===== config.mk =====
export PLATFORM = sky130hd
export DESIGN_NAME = vend_ctrl_multi
export DESIGN_NICKNAME = d
export VERILOG_FILES = /design/src/rtl/vend_ctrl_multi.sv
export SDC_FILE = /design/constraint.sdc
export NUM_CORES = 1
export LEC_CHECK = 0
export CORE_MARGIN = 1.5
export CORE_UTILIZATION = 49
export CTS_CLUSTER_DIAMETER = 30
export DETAILED_ROUTE_END_ITERATION = 12
export PLACE_DENSITY_LB_ADDON = 0.15
export SYNTH_ARGS = -nofsm -noshare
export SYNTH_HDL_FRONTEND = slang
export SYNTH_SLANG_ARGS = --single-unit

===== constraint.sdc =====
create_clock -name CLK50M -period 2.84 [get_ports CLK50M]
set_input_delay 0.284 -clock CLK50M [delete_from_list [all_inputs] [get_ports CLK50M]]
set_output_delay 0.284 -clock CLK50M [all_outputs]
set_load 0.03 [all_outputs]

===== src/rtl/vend_ctrl_multi.sv =====
// Multi-channel vending controller: coin credit, item selection, dispense handshake, unit-by-unit change.
// Every output is a register; reactions to inputs appear one cycle later.
module vend_ctrl_multi #(
  parameter int N_ITEMS    = 4,
  parameter int CREDIT_W   = 6,
  parameter int PRICE      = 4,
  parameter int MAX_CREDIT = 15
) (
  input  logic                       CLK50M,
  input  logic                       RSTb,
  input  logic                       coin_valid,
  input  logic [1:0]                 coin_sel,
  input  logic                       sel_valid,
  input  logic [$clog2(N_ITEMS)-1:0] sel_item,
  input  logic                       cancel,
  input  logic [N_ITEMS-1:0]         stock_empty,
  input  logic                       vend_ack,
  input  logic                       chg_ack,
  output logic [N_ITEMS-1:0]         vend,
  output logic                       chg_req,
  output logic [CREDIT_W-1:0]        credit,
  output logic [1:0]                 state,
  output logic                       busy,
  output logic                       coin_reject,
  output logic                       sel_reject
);

  if (N_ITEMS < 2 || N_ITEMS > 16 || PRICE > MAX_CREDIT || MAX_CREDIT >= (1 << CREDIT_W)) begin : g_bad_params
    $error("vend_ctrl_multi: illegal parameter combination");
  end

  typedef enum logic [1:0] {
    S_IDLE   = 2'd0,
    S_CREDIT = 2'd1,
    S_VEND   = 2'd2,
    S_CHANGE = 2'd3
  } state_t;

  localparam logic [N_ITEMS-1:0] ONE_HOT0 = N_ITEMS'(1);

  state_t            st;
  logic [CREDIT_W:0] coin_val;
  logic [CREDIT_W:0] coin_sum;
  logic              coin_fits;
  logic              sel_ok;

  assign state = st;

  always_comb begin
    coin_val  = (CREDIT_W+1)'(1) << coin_sel;
    coin_sum  = {1'b0, credit} + coin_val;
    coin_fits = coin_sum <= (CREDIT_W+1)'(MAX_CREDIT);
    sel_ok    = (int'(sel_item) < N_ITEMS) && !stock_empty[sel_item] &&
                (credit >= CREDIT_W'(PRICE));
  end

  always_ff @(posedge CLK50M or negedge RSTb) begin
    if (!RSTb) begin
      st          <= S_IDLE;
      credit      <= '0;
      vend        <= '0;
      chg_req     <= 1'b0;
      busy        <= 1'b0;
      coin_reject <= 1'b0;
      sel_reject  <= 1'b0;
    end else begin
      coin_reject <= 1'b0;
      sel_reject  <= 1'b0;
      case (st)
        S_IDLE: begin
          sel_reject <= sel_valid;
          if (coin_valid) begin
            if (coin_fits) begin
              credit <= coin_sum[CREDIT_W-1:0];
              st     <= S_CREDIT;
            end else begin
              coin_reject <= 1'b1;
            end
          end
        end
        S_CREDIT: begin
          // Same-cycle priority: cancel, then coin, then selection.
          if (cancel) begin
            st          <= S_CHANGE;
            busy        <= 1'b1;
            chg_req     <= 1'b1;
            coin_reject <= coin_valid;
            sel_reject  <= sel_valid;
          end else if (coin_valid) begin
            if (coin_fits) credit <= coin_sum[CREDIT_W-1:0];
            else           coin_reject <= 1'b1;
            sel_reject <= sel_valid;
          end else if (sel_valid) begin
            if (sel_ok) begin
              credit <= credit - CREDIT_W'(PRICE);
              vend   <= ONE_HOT0 << sel_item;
              st     <= S_VEND;
              busy   <= 1'b1;
            end else begin
              sel_reject <= 1'b1;
            end
          end
        end
        S_VEND: begin
          coin_reject <= coin_valid;
          sel_reject  <= sel_valid;
          if (vend_ack) begin
            vend <= '0;
            if (credit != '0) begin
              st      <= S_CHANGE;
              chg_req <= 1'b1;
            end else begin
              st   <= S_IDLE;
              busy <= 1'b0;
            end
          end
        end
        S_CHANGE: begin
          coin_reject <= coin_valid;
          sel_reject  <= sel_valid;
          // chg_req low marks the mandatory gap cycle between paid units.
          if (chg_req) begin
            if (chg_ack) begin
              credit  <= credit - CREDIT_W'(1);
              chg_req <= 1'b0;
            end
          end else if (credit != '0) begin
            chg_req <= 1'b1;
          end else begin
            st   <= S_IDLE;
            busy <= 1'b0;
          end
        end
      endcase
    end
  end

endmodule


## After elaboration in Yosys (flattened, before gate mapping)

Index checks and enable logic that the tools add are counted.

| word-level totals | value |
|---|---|
| register bits | 16 |
| bits of input ports | 15 |
| output and inout port bits | 16 |
| word-level logic and storage cells | 102 |

| operators by class | value |
|---|---|
| shift-type cells | 2 |
| reduce and logical (&&, ||, !) cells | 14 |
| magnitude comparators | 3 |
| add/subtract/negate cells | 3 |
| multiplexer cells | 52 |
| equality and inequality tests | 21 |

Operators by type and width:

| kind | number |
|---|---|
| two-way mux 6 bit | 8 |
| inequality test 2 bit, second input constant | 13 |
| two-way mux 1 bit | 21 |
| two-way mux 2 bit | 10 |
| two-way mux 4 bit | 5 |
| one-hot mux 6 bit (3 select lines) | 1 |
| inequality test 3 bit, second input constant | 5 |
| AND reduction 6 bit | 2 |
| one-hot mux 1 bit (3 select lines) | 3 |
| one-hot mux 2 bit (4 select lines) | 1 |
| one-hot mux 4 bit (2 select lines) | 1 |
| AND reduction 8 bit | 1 |
| adder 6 x 7 -> 7 bit | 1 |
| less-or-equal comparator 7 x 4 -> 1 bit, second input constant | 1 |
| AND reduction 7 bit | 1 |
| left shift 1 x 2 -> 7 bit, first input constant | 1 |
| >= comparator 6 x 3 -> 1 bit, second input constant | 1 |
| nonzero test 3 bit | 2 |
| nonzero test 6 bit | 1 |
| subtractor 6 x 1 -> 6 bit, second input constant | 1 |
| subtractor 6 x 3 -> 6 bit, second input constant | 1 |
| equality test 2 bit, second input constant | 2 |
| AND reduction 4 bit | 1 |
| left shift 1 x 2 -> 4 bit, first input constant | 1 |
| other kinds (10) | 10 |

## Longest topological paths before layout

Gate-level depths: netlist (run 1).

| logic depth | value |
|---|---|
| word-level depth | 9 |
| depth in mapped cells | 9 |
| gate-level depth less buffers | 9 |

## Least setup slack after synthesis (run 1)

No wires, ideal clock.

| timing path | value |
|---|---|
| kind | flip-flop to flip-flop |
| from | register credit[0] |
| to | register credit[0] |
| arrival | 2.444 ns |
| period minus slack after synthesis | 2.566 ns |
| stages on the path, launching flop included | 9 |
| setup time | 0.122 ns |
| setup slack | 0.274 ns |
| required time | 2.718 ns |
| cell sequence | dfrtp_1 -> ha_1 -> inv_1 -> fa_1 -> or2b_2 -> nor4_1 -> o21ba_2 -> o21bai_1 -> o22a_1 |

| on the way | value |
|---|---|
| cells in the longest elaborated chain, start to end | 6 |
| elaborated cells on any way between the ends | 17 |
| those cells by class | add/sub (3); order compare (2); eq/ne (1); mux (9); reduce/logical (2) |

Ends and longest elaborated chain:

| what | line | text |
|---|---|---|
| start, declared | 21 | `output logic [CREDIT_W-1:0] credit,` |
| start signal, assigned | 74 | `credit <= coin_sum[CREDIT_W-1:0];` |
| start signal, assigned | 90 | `if (coin_fits) credit <= coin_sum[CREDIT_W-1:0];` |
| start signal, assigned | 95 | `credit <= credit - CREDIT_W'(PRICE);` |
| adder 6 x 7 -> 7 bit / subtractor 6 x 3 -> 6 bit (equally long branches) | 51, 95 |  |
| less-or-equal comparator 7 x 4 -> 1 bit / two-way mux 6 bit (equally long branches) | 52, 94 |  |
| two-way mux 6 bit (on tied branches) | 73, 90, 93 |  |
| two-way mux 6 bit | 89 | `end else if (coin_valid) begin` |
| two-way mux 6 bit | 83 | `if (cancel) begin` |
| one-hot mux 6 bit (3 select lines) | 69 | `case (st)` |

Parallel ways exist; a longest one is shown, timed or not. The select of a mux whose other input is x is not followed.
A chain may end at the register's enable or synchronous reset.

## Worst setup path after layout (run 1)

Ends and elaborated chain as after synthesis.

==> impl_metrics.tcl, run 1 <==
set metrics [dict create \
    place.detailed.hpwl_mm 2.34 \
    ios 31 \
    viasPerCell 5.88 \
    grt_pass1_vias 1134 \
    wl_per_cell_um 14.8 \
    cpPeakStageDelay_ps 530 \
    regArea_um2 400 \
    crit_path_cell_trace "ha_1 -> inv_1 -> fa_1 -> or2b_2 -> nor4_1 -> o21ba_2 -> o21bai_1 -> o22a_1" \
    switchingPower_w 0.000551 \
    fin_nets 201 \
    syn_inst 144 \
    hp-class "input port to async pin" \
    crit_family "simple AND/OR/NAND/NOR gates" \
    grt_usage_pct 23.1 \
    critPathCaptureType "register" \
    cp_data_required_time_ps 3040 \
    tritoncts_num_sinks 16 \
    synth-edff-count 0 \
    netlist_area_um2 1300 \
    async_flop_share_pct 100 \
    gp_congestion 0.845 \
    drc_errors 0 \
    postCtsSetupRepairBufs 0 \
    p_leak_nw 0.682 \
    fin_skew_ps 5.81 \
    die_area_um2 2980 \
    worstSetupPathType "register to register" \
    via_count 1211 \
    setup_viol 0 \
    clk_latency_ps 300 \
    fmax_mhz 384 \
    outcome "finished, final reports clean" \
    cts_tree "done" \
    cts_max_level 1 \
    combPwrFrac_pct 56.1 \
    fin_crit_sh_pct 91.7 \
    start_util_pct 52.1 \
    cp-start-kind "register" \
    synth_flop_cell "dfrtp_1" \
    p_seq_share_pct 31.1 \
    dpl_cell_area_um2 1610 \
    core-area_um2 2500 \
    die_y_um 54.6 \
    drt_wl_total_mm 3.05 \
    dr.pass1.iters 4 \
    drive_gt1_share_pct 12.5 \
    hold_buffers 0 \
    numCtsBuffers 3 \
    n_fill_cell 216 \
    grt_max_degree 19 \
    pwr-share-clk_pct 12.8 \
    switching_share_pct 44.3 \
    clkTransAtPathRegs_ps 100 \
    fin_tns_setup_ps 0 \
    yosysWarningCount 0 \
    rsz0062_at_grt "no" \
    synth_seq_cells 16 \
    antenna_found_initial 0 \
    irDropWorstVdd_mv 0.534 \
    port-buffer-count 30 \
    slew_viol_final 0 \
    cts_root_buf "clkbuf_4" \
    crit_buf_inv 1 \
    clockBufferDepth 2 \
    power_w 0.00124 \
    drtIter0Drc 22 \
    max_cap_violations 0 \
    path_max_fanout 8 \
    synthToLayoutAreaGrowth_pct 26.2 \
    hold_violations 0 \
    mostFrequentLayoutCells "30 x clkdlybuf4s50_1, 16 x dfrtp_1, 15 x nand2_1" \
    cp.arrival_ps 2800 \
    die_x_um 54.6 \
    grt_pass1_wl_mm 4.94 \
    gr-total-overflow 0 \
    rows 18 \
    avgSynthCellArea_um2 9.05 \
    p_int_w 0.000692 \
    worstMarginPinSlew_ps 753 \
    syn-num-nets 168 \
    diodes 0 \
    detail-route-antenna-nets 0 \
    yosysSeqAreaShare_pct 30.7 \
    power_density_nw_per_um2 756 \
    ctsResizeCount 0 \
    pre_cts_ws_ps -46.9 \
    design_area_um2 1640 \
    multi_input_area_um2 825 \
    final_common_cell "clkdlybuf4s50_1" \
    period_minus_slack_ps 2600 \
    synth.distinct_cells 49 \
    setup_slack_ps 236 \
    hold-worst-slack_ps 416 \
    slew-limit-headroom_pct 49.6 \
    cp_slowest_cell "dfrtp_1" \
]
[metrics by stage]
| step | instances | utilization [%] |
|---|---|---|
| CTS | 206 | 65.8 |
| finish | 206 | 65.8 |
| floorplan | 144 | - |
| detailed placement | 202 | 64.3 |
| global route | 206 | 65.8 |
| global placement | 202 | 64.3 |
[kinds of logic after synthesis]
kind of cell	synth area share, %
xor+xnor	0.673
mux	2.50
flops	30.7
fa+ha+maj	9.22
buf+inv	5.96
simple gates	20.8
compound gates	30.2
[state kept, by name, indices dropped and copies added, names as in the netlist]
signal,count
vend,4
state,2
chg_req,1
coin_reject,1
sel_reject,1
busy,1
credit,6
[cells in the mapped netlist (all sizes together), types with 2 or more instances]
library cell,count,area [um2]
a211oi,3,22.5
a21boi,3,37.5
a21o,2,16.3
a21oi,10,50.1
a2bb2oi,2,17.5
a31o,2,17.5
a31oi,3,18.8
clkbuf,2,7.51
dfrtp,16,400
ha,8,100
inv,10,37.5
nand2,15,56.3
nand3,2,10.0
nand3b,2,15.0
nor2,10,37.5
nor2b,4,25.0
nor3,5,36.3
o211ai,2,15.0
o21ai,11,55.1
o22a,3,27.5
o2bb2ai,4,35.0
or2b,3,26.3
[power by group through the flow]
stage | clock network (W) | logic, W | registers [W]
finish | 0.000159 | 0.000697 | 0.000387
global route | 0.000175 | 0.000769 | 0.000398
CTS | 0.000164 | 0.000699 | 0.000386
detailed placement | 0 | 0.000693 | 0.000389
global placement | 0 | 0.000677 | 0.000385
floorplan | 0 | 0.000428 | 0.000463
[layout make-up]
cell class | instances | share of cell area, %
Multi-Input combinational cell | 115 | 50.2
Sequential cell | 16 | 24.4
Timing Repair Buffer | 31 | 18.7
Inverter | 10 | 2.28
Tap cell | 30 | 2.28
Clock buffer | 4 | 2.21
[worst reg2reg max path: cells and delay by family, from the launching register on]
family          cells  cell delay (ps)
fa+ha+maj           2              620
flops               1              530
compound gates      3              580
buf+inv             1               50
simple gates        2              710
[worst paths after layout]
check / cells after the start / slack, ps / endpoint / start
setup / recovery: 8 / 240 / credit[0] / credit[0]
hold / removal: 1 / 420 / credit[2] / RSTb
setup reg to reg: 8 / 240 / credit[0] / credit[0]
hold reg to reg: 1 / 510 / busy / busy
max in group asynchronous: 1 / 1950 / state[1] / RSTb
min in group CLK50M: 1 / 510 / busy / busy
[per-layer routing]
| metal | GRT usage [%] | part of all wire (%) | wire length, um |
|---|---|---|---|
| met4 | 6.25 | 0.89 | 27 |
| met5 | 0 | 0 | 0 |
| met2 | 39.4 | 48 | 1470 |
| met1 | 30.4 | 46 | 1400 |
| met3 | 3.28 | 5.2 | 159 |
Note: power is estimated with default switching activity, not from simulation.
==> run 2: changes to the inputs <==
- MAX_ROUTING_LAYER: unset -> met4
==> run 2 against run 1 <==
  * Worst hold slack worse by 5.0 ps
  * First-iteration DRC count grew 14%
  * Cell count is the same
  * Largest cell class unchanged
  * Clock skew about the same
  * Design area unchanged
  * Critical path depth stayed put
  * Utilization unchanged
  * Combinational power about the same
  * Worst setup slack worse by 6.4 ps
==> impl_metrics.tcl, run 2 (synthesis results as in run 1) <==
set metrics [dict create \
    reg2reg_slack_ps 230 \
    slew-limit-headroom_pct 50.2 \
    grt_max_degree 19 \
    viasPerCell 5.84 \
    p_seq_share_pct 31.2 \
    grt_usage_pct 23.9 \
    cp_slowest_cell "dfrtp_1" \
    dr.pass1.iters 5 \
    core-area_um2 2500 \
    gp_congestion 0.858 \
    fin_skew_ps 5.79 \
    ctsResizeCount 0 \
    combPwrFrac_pct 56.0 \
    pwr-share-clk_pct 12.9 \
    switching_share_pct 44.3 \
    fin_crit_sh_pct 91.9 \
    cpPeakStageDelay_ps 530 \
    ios 31 \
    tritoncts_num_sinks 16 \
    hold_buffers 0 \
    mostFrequentLayoutCells "30 x clkdlybuf4s50_1, 16 x dfrtp_1, 15 x nand2_1" \
    via_count 1204 \
    cp.arrival_ps 2810 \
    r2r_start "credit[0]" \
    drtIter0Drc 25 \
    setup_viol 0 \
    cts_root_buf "clkbuf_4" \
    die_area_um2 2980 \
    die_y_um 54.6 \
    grt_pass1_vias 1132 \
    gr-total-overflow 0 \
    diodes 0 \
    cp_data_required_time_ps 3040 \
    worstMarginPinSlew_ps 744 \
    rsz0062_at_grt "no" \
    crit_start "credit[0]" \
    clk_latency_ps 300 \
    regMostFlops "credit" \
    postCtsSetupRepairBufs 0 \
    wl_per_cell_um 14.7 \
    start_util_pct 52.1 \
    fmax_mhz 383 \
    numCtsBuffers 3 \
    worstSetupPathType "register to register" \
    worstRegToRegCells 8 \
    drc_errors 0 \
    post-route-util_pct 65.8 \
    die_x_um 54.6 \
    irDropWorstVdd_mv 0.535 \
    place.detailed.hpwl_mm 2.34 \
    path_max_fanout 8 \
    largest_reg_flops 6 \
    port-buffer-count 30 \
    critPathCaptureType "register" \
    timing.rr.end "credit[0]" \
    cts_max_level 1 \
    antenna_found_initial 0 \
    max_cap_violations 0 \
    power_density_nw_per_um2 755 \
    final_common_cell "clkdlybuf4s50_1" \
    cp-start-kind "register" \
    hp-class "input port to async pin" \
    detail-route-antenna-nets 0 \
    period_minus_slack_ps 2610 \
    p_int_w 0.000692 \
    clkTransAtPathRegs_ps 100 \
    synthToLayoutAreaGrowth_pct 26.2 \
    grt_pass1_wl_mm 4.95 \
    rows 18 \
    hold_violations 0 \
    crit_path_cell_trace "ha_1 -> inv_1 -> fa_1 -> or2b_2 -> nor4_1 -> o21ba_2 -> o21bai_1 -> o22a_1" \
    hold-worst-slack_ps 411 \
    p_leak_nw 0.682 \
    clockBufferDepth 2 \
    drive_gt1_share_pct 12.5 \
    cts_tree "done" \
    fin_nets 201 \
    drt_wl_total_mm 3.03 \
    switchingPower_w 0.000550 \
    fin_tns_setup_ps 0 \
    outcome "finished, final reports clean" \
    slew_viol_final 0 \
]
-- run 2: cell counts in the layout (fill, tap and decap cells not counted) --
Identical to the previous run, type by type.
-- run 2: metrics by stage --
stage                     setup WS, ps  cell area, um2  power, W  instances
after CTS                          233            1640   0.00125        206
after detailed placement         -46.9            1610   0.00108        202
after global placement            39.4            1610   0.00106        202
final                              229            1640   0.00124        206
after floorplan                    274            1300  0.000891        144
after global routing              40.5            1640   0.00134        206
-- run 2: worst max-delay path by stage --
stage / end / slack, ps / depth (start not counted)
after floorplan: credit[0] / 270 / 8
after global placement: credit[0] / 40 / 10
after detailed placement: credit[0] / -50 / 10
after CTS: credit[0] / 230 / 8
after global routing: credit[0] / 40 / 8
final: credit[0] / 230 / 8
-- run 2: power groups by stage --
stage / combinational [W] / clock [W] / sequential, W
floorplan: 0.000428 / 0 / 0.000463
global placement: 0.000677 / 0 / 0.000385
detailed placement: 0.000693 / 0 / 0.000389
CTS: 0.000699 / 0.000164 / 0.000386
global route: 0.000769 / 0.000175 / 0.000398
finish: 0.000695 / 0.000160 / 0.000387
-- run 2: cell type report --
cell class | count | area, um2
Sequential cell | 16 | 400
Tap cell | 30 | 37.5
Clock buffer | 4 | 36.3
Timing Repair Buffer | 31 | 308
Inverter | 10 | 37.5
Multi-Input combinational cell | 115 | 825
Fill cell | 216 | 856
-- run 2: routing by layer --
| metal | up-vias | track usage [%] | wire length (um) |
|---|---|---|---|
| li1 | 594 | - | - |
| met1 | 561 | 30.9 | 1340 |
| met2 | 47 | 39.2 | 1470 |
| met3 | 2 | 3.28 | 189 |
| met4 | 0 | 6.25 | 27 |
| met5 | - | - | 0 |
-- run 2: critical path, delay by kind of cell, from the launching register on --
kind | cells | cell delay (ps)
and+or+nand+nor | 2 | 720
adders and majority gates | 2 | 620
AOI/OAI and AO/OA | 3 | 590
DFF | 1 | 530
buffers and inverters | 1 | 50
